File: src/rtl/jt10_adpcm_pkg.sv
// Shared constants and helpers for the ADPCM mixer/interpolator: width derivation,
// reciprocal step multipliers and signed saturation limits.
package jt10_adpcm_pkg;

   function automatic int clog2(input int v);
      int r;
      r = 0;
      while ((1 << r) < v) r++;
      return r;
   endfunction

   // Accumulator width: input width, growth for NCH summed channels, and one guard bit
   function automatic int acc_width(input int in_w, input int nch);
      return in_w + clog2(nch) + 1;
   endfunction

   // round(65536/INTERP) for INTERP = 1..16
   localparam int RECIP_TBL [16] = '{65536, 32768, 21845, 16384, 13107, 10923, 9362, 8192,
                                     7282, 6554, 5958, 5461, 5041, 4681, 4369, 4096};

   function automatic int recip_of(input int interp);
      return RECIP_TBL[interp-1];
   endfunction

   function automatic longint sat_hi(input int w);
      return (64'sd1 <<< (w-1)) - 64'sd1;
   endfunction

   function automatic longint sat_lo(input int w);
      return -(64'sd1 <<< (w-1));
   endfunction

endpackage

File: src/rtl/jt10_adpcm_sat.sv
// Signed clamp from a wide interpolator value down to the output width, with a
// flag raised whenever the value had to be limited.
module jt10_adpcm_sat
   import jt10_adpcm_pkg::*;
#(
   parameter int IW = 21,
   parameter int OW = 16
)(
   input  logic signed [IW-1:0] din,
   output logic signed [OW-1:0] dout,
   output logic                 sat
);

   localparam logic signed [IW-1:0] HI = IW'(sat_hi(OW));
   localparam logic signed [IW-1:0] LO = IW'(sat_lo(OW));

   always_comb begin
      dout = OW'(din);
      sat  = 1'b0;
      if (din > HI) begin
         dout = OW'(HI);
         sat  = 1'b1;
      end else if (din < LO) begin
         dout = OW'(LO);
         sat  = 1'b1;
      end
   end

endmodule

File: src/rtl/jt10_adpcm_interp.sv
// ADPCM channel mixer with linear interpolation between consecutive frame sums.
// Optional peak meter when JT10_ADPCM_PEAK_EN is defined.
module jt10_adpcm_interp
   import jt10_adpcm_pkg::*;
#(
   parameter int NCH    = 6,
   parameter int IN_W   = 16,
   parameter int OUT_W  = 16,
   parameter int INTERP = 3,
   parameter int RECIP  = 21845
)(
   input  logic             clk,
   input  logic             rst_n,
   input  logic             cen,
   input  logic             ch_first,
   input  logic             match,
   input  logic             en_sum,
   input  logic [IN_W-1:0]  pcm_in,
   input  logic             frame,
   input  logic             tick,
`ifdef JT10_ADPCM_PEAK_EN
   input  logic             peak_clr,
   output logic [OUT_W-1:0] peak,
`endif
   output logic [OUT_W-1:0] pcm_out,
   output logic             pcm_valid,
   output logic             sat
);

   localparam int ACC_W  = acc_width(IN_W, NCH);
   localparam int STEP_W = ACC_W + 1;
   localparam int PROD_W = STEP_W + 18;
   localparam int PH_W   = clog2(INTERP + 1);
   // phase reaches INTERP after the last interpolated tick and then holds
   localparam logic [PH_W-1:0] PH_END = PH_W'(INTERP);

   logic signed [ACC_W-1:0]  acc_reg, last_reg, prev_reg, x;
   logic signed [STEP_W-1:0] step_reg, pcm_full_reg, diff, step_next;
   logic signed [PROD_W-1:0] prod;
   logic [PH_W-1:0]          phase_reg;
   logic                     tick_d_reg;
   logic signed [OUT_W-1:0]  sat_out;
   logic                     sat_flag;

   assign x    = en_sum ? ACC_W'($signed(pcm_in)) : '0;
   assign diff = STEP_W'(acc_reg) - STEP_W'(last_reg);
   assign prod = PROD_W'(diff) * PROD_W'($signed({1'b0, 17'(RECIP)}));
   // Arithmetic shift floors the step toward -inf
   assign step_next = STEP_W'(prod >>> 16);

   always_ff @(posedge clk or negedge rst_n) begin
      if (!rst_n) begin
         acc_reg      <= '0;
         last_reg     <= '0;
         prev_reg     <= '0;
         step_reg     <= '0;
         pcm_full_reg <= '0;
         phase_reg    <= '0;
      end else if (cen) begin
         if (match)
            acc_reg <= ch_first ? x : acc_reg + x;
         if (frame) begin
            prev_reg <= last_reg;
            last_reg <= acc_reg;
            step_reg <= step_next;
         end
         if (tick) begin
            // A coincident frame restarts interpolation from the new prev (old last)
            if (frame || phase_reg == '0) begin
               pcm_full_reg <= STEP_W'(frame ? last_reg : prev_reg);
               phase_reg    <= PH_W'(1);
            end else if (phase_reg != PH_END) begin
               pcm_full_reg <= pcm_full_reg + step_reg;
               phase_reg    <= phase_reg + PH_W'(1);
            end
         end else if (frame) begin
            phase_reg <= '0;
         end
      end
   end

   jt10_adpcm_sat #(
      .IW (STEP_W),
      .OW (OUT_W)
   ) u_sat (
      .din  (pcm_full_reg),
      .dout (sat_out),
      .sat  (sat_flag)
   );

   always_ff @(posedge clk or negedge rst_n) begin
      if (!rst_n) begin
         tick_d_reg <= 1'b0;
         pcm_valid  <= 1'b0;
         sat        <= 1'b0;
         pcm_out    <= '0;
      end else begin
         tick_d_reg <= cen & tick;
         pcm_valid  <= tick_d_reg;
         sat        <= tick_d_reg & sat_flag;
         if (tick_d_reg)
            pcm_out <= sat_out;
      end
   end

`ifdef JT10_ADPCM_PEAK_EN
   logic [OUT_W-1:0] mag;

   // Magnitude of the most negative code is clamped to the positive limit
   always_comb begin
      mag = pcm_out;
      if (pcm_out[OUT_W-1])
         mag = (pcm_out == {1'b1, {(OUT_W-1){1'b0}}}) ? {1'b0, {(OUT_W-1){1'b1}}} : -pcm_out;
   end

   always_ff @(posedge clk or negedge rst_n) begin
      if (!rst_n)
         peak <= '0;
      else if (cen && peak_clr)
         peak <= '0;
      else if (pcm_valid && mag > peak)
         peak <= mag;
   end
`endif

endmodule

File: config.mk
export PLATFORM = sky130hd
export DESIGN_NAME = jt10_adpcm_interp
export DESIGN_NICKNAME = d
export VERILOG_FILES = /design/src/rtl/jt10_adpcm_pkg.sv /design/src/rtl/jt10_adpcm_sat.sv /design/src/rtl/jt10_adpcm_interp.sv
export SDC_FILE = /design/constraint.sdc
export NUM_CORES = 1
export LEC_CHECK = 0
export CAP_MARGIN = 25
export CORE_UTILIZATION = 64
export CTS_BUF_LIST = sky130_fd_sc_hd__clkbuf_16
export CTS_CLUSTER_DIAMETER = 200
export DETAILED_ROUTE_END_ITERATION = 10
export PLACE_DENSITY = 0.89
export SLEW_MARGIN = 20
export SYNTH_ARGS = -nofsm -noshare
export SYNTH_HDL_FRONTEND = slang
export SYNTH_SLANG_ARGS = --single-unit
File: constraint.sdc
create_clock -name clk -period 8.5 [get_ports clk]
set_input_delay 1.7 -clock clk [delete_from_list [all_inputs] [get_ports clk]]
set_output_delay 1.7 -clock clk [all_outputs]
set_load 0.005 [all_outputs]
==> impl_metrics.env, run 1 <==
export IMPL_startpoint_type="flip-flop"
export IMPL_num_fill_cells=1476
export IMPL_finalWirelength_mm=34.8
export IMPL_maxSlewViolCount=0
export IMPL_synth_flop_cell="dfrtp_1"
export IMPL_tightest_slew_ns=1.03
export IMPL_ios=42
export IMPL_cpLargestDelayFamily="adder cells"
export IMPL_first_iter_violations=786
export IMPL_groute_usage_overall=0.324
export IMPL_syn_nets=1899
export IMPL_cp_max_fo=7
export IMPL_grt_overflow=0
export IMPL_synthTopCellsByArea="dfrtp_1 22%, fa_1 18%, ha_1 17%"
export IMPL_drive_above_1_share=0.0625
export IMPL_gp_congestion=0.994
export IMPL_final_common_cell="inv_1"
export IMPL_postPlaceCellArea_mm2=0.0148
export IMPL_finalCriticalPeriod_ns=8.10
export IMPL_htree_num_levels=4
export IMPL_end_kind="flip-flop"
export IMPL_critical_path_required_ns=8.77
export IMPL_hold_class="flip-flop to flip-flop"
export IMPL_hold_buffers=0
export IMPL_yosys_warnings=0
export IMPL_die_width_um=150
export IMPL_layout_common_cells="252 x inv_1, 191 x ha_1, 137 x nand2_1"
export IMPL_syn_area_mm2=0.0140
export IMPL_critPathBufInv=3
export IMPL_grt_max_degree=104
export IMPL_synth_largest_area_cell="dfrtp_1"
export IMPL_syn_area_per_cell_um2=9.01
export IMPL_hold_viol=0
export IMPL_synthCells=1559
export IMPL_ys_async_sr_fraction=1.00
export IMPL_vias=11344
export IMPL_final_cell_area_mm2=0.0155
export IMPL_start_util=0.660
export IMPL_worstSetupPathType="flip-flop to flip-flop"
export IMPL_grt_pass1_wl_mm=56.4
export IMPL_finalSetupTns_ns=0
export IMPL_dr_pass1_iters=8
export IMPL_die_height_um=150
export IMPL_finalClockSkew_ns=0.00827
export IMPL_period_share=0.953
export IMPL_drv_cap=0
export IMPL_max_stage_delay_ns=0.54
export IMPL_status="finished, final reports clean"
export IMPL_wire_per_inst_um=18.4
export IMPL_grt_pass1_vias=11280
export IMPL_synth_enable_flop_cells=0
export IMPL_clock_latency_ns=0.44
export IMPL_core_area_mm2=0.0213
export IMPL_vias_per_cell=6.00
export IMPL_antennaDiodeCount=0
export IMPL_fmax_ghz=0.123
export IMPL_io_buffers=41
export IMPL_cts_sinks=123
export IMPL_cp_slowest_cell="fa_1"
export IMPL_antenna_left=0
export IMPL_netlist_area_leader_share=0.219
export IMPL_ys_ff_latch=123
export IMPL_clk_pin_slew_worst_paths_ns=0.06
export IMPL_std_cell_rows=53
export IMPL_syn_to_final_growth_pct=10.0
export IMPL_final_util=0.726
export IMPL_clk_path_buf_depth=2
export IMPL_nets=1942
export IMPL_cts_root_buf="clkbuf_16"
export IMPL_setup_violations=0
export IMPL_cts_made_buffers=17
export IMPL_rsz0062_at_grt="yes"
export IMPL_cts_tree="built"
export IMPL_crit_arrival_ns=8.37
export IMPL_yosysUniqueCellTypes=62
export IMPL_ys_seq_area_frac=0.219
export IMPL_dieArea_mm2=0.0225
export IMPL_drc=0
export IMPL_slew_headroom=0.306
export IMPL_antenna_found_initial=0
export IMPL_hpwl_mm=27.4
-- through the flow --
stage | hold slack (ns) | instances | setup slack [ns]
after floorplan | 0.428 | 1559 | 0.911
after global placement | 0.461 | 1852 | 0.330
after detailed placement | 0.472 | 1853 | 0.0259
after CTS | 0.485 | 1885 | 0.0419
after global routing | 0.511 | 1890 | -0.0261
final | 0.481 | 1890 | 0.396
-- kinds of logic after synthesis --
logic type	after synthesis	share of synthesized area
compound gates	358	0.153
xor+xnor	90	0.0566
fa+ha+maj	316	0.348
buf+inv	295	0.0790
flops	123	0.219
mux	41	0.0313
simple gates	336	0.113
-- worst register-to-register path: cells and delay by family, from the launching register on --
kind | cells | cell delay [ns]
simple gates | 4 | 0.45
flops | 1 | 0.44
xor+xnor | 3 | 0.76
compound gates | 11 | 2.61
fa+ha+maj | 8 | 3.39
buf+inv | 3 | 0.26
-- metal layers --
| layer | wire length, um | vias to the layer above | global-route usage |
|---|---|---|---|
| met5 | 0 | - | 0 |
| met4 | 1120 | 0 | 0.120 |
| met3 | 2230 | 85 | 0.0515 |
| met2 | 16800 | 452 | 0.544 |
| met1 | 14700 | 5506 | 0.423 |
| li1 | - | 5301 | - |
-- cell type report --
type	instances	area (um^2)	area share
Timing Repair Buffer	66	603	0.0390
Sequential cell	123	3080	0.199
Tap cell	275	344	0.0223
Clock inverter	15	153	0.00987
Inverter	253	950	0.0614
Multi-Input combinational cell	1141	9910	0.641
Clock buffer	17	425	0.0275
-- what timing repair did --
action / in CTS / in global routing
setup buffers: 0 / 3
setup endpoints to repair: 3 / 13
hold endpoints to repair: 0 / 0
pin swaps: 0 / 1
resized for setup: 1 / 9
-- cell usage after synthesis (3+ instances only) --
library cell / instances
a2111oi_0: 3
a211o_1: 3
a211oi_1: 16
a21boi_0: 4
a21o_1: 22
a21oi_1: 109
a221oi_1: 4
a31oi_1: 9
and2_1: 24
and3_1: 12
and4_1: 3
buf_1: 6
clkbuf_1: 34
dfrtp_1: 123
fa_1: 125
ha_1: 191
inv_1: 252
mux2_2: 23
mux2i_1: 18
nand2_1: 138
nand2b_1: 9
nand3_1: 20
nand4_1: 9
nor2_1: 69
nor2b_1: 12
nor3_1: 19
nor3b_1: 3
o211ai_1: 8
o21a_1: 12
o21ai_0: 128
o21ai_1: 4
o21bai_1: 9
o22a_1: 3
o31a_1: 3
o31ai_1: 3
or3_1: 7
xnor2_1: 59
xor2_1: 30
-- path summary, 6_finish.rpt --
check	startpoint	endpoint	slack, ns	cells after the start
min reg2reg	prev_reg[11]$_DFFE_PN0P_	prev_reg[11]$_DFFE_PN0P_	0.48	2
min	prev_reg[11]$_DFFE_PN0P_	prev_reg[11]$_DFFE_PN0P_	0.48	2
max in group asynchronous	rst_n	last_reg[12]$_DFFE_PN0P_	6.15	2
max	acc_reg[1]$_DFFE_PN0P_	step_reg[16]$_DFFE_PN0P_	0.40	29
min in group asynchronous	rst_n	pcm_full_reg[19]$_DFFE_PN0P_	1.26	1
max reg2reg	acc_reg[1]$_DFFE_PN0P_	step_reg[16]$_DFFE_PN0P_	0.40	29
Power of run 1 is not shown: default switching activity piles up to over one toggle a cycle in this logic, so the estimate is an artifact.
==> inputs of run 2 (changes only) <==
--- a/config.mk
+++ b/config.mk
@@ -15,3 +15,4 @@
 export SYNTH_ARGS = -nofsm -noshare
 export SYNTH_HDL_FRONTEND = slang
 export SYNTH_SLANG_ARGS = --single-unit
+export TNS_END_PERCENT = 5
==> results of run 2 <==
No change in the layout: final DEF, timing and power equal those of run 1.
Power of run 2 is left out for the same reason.
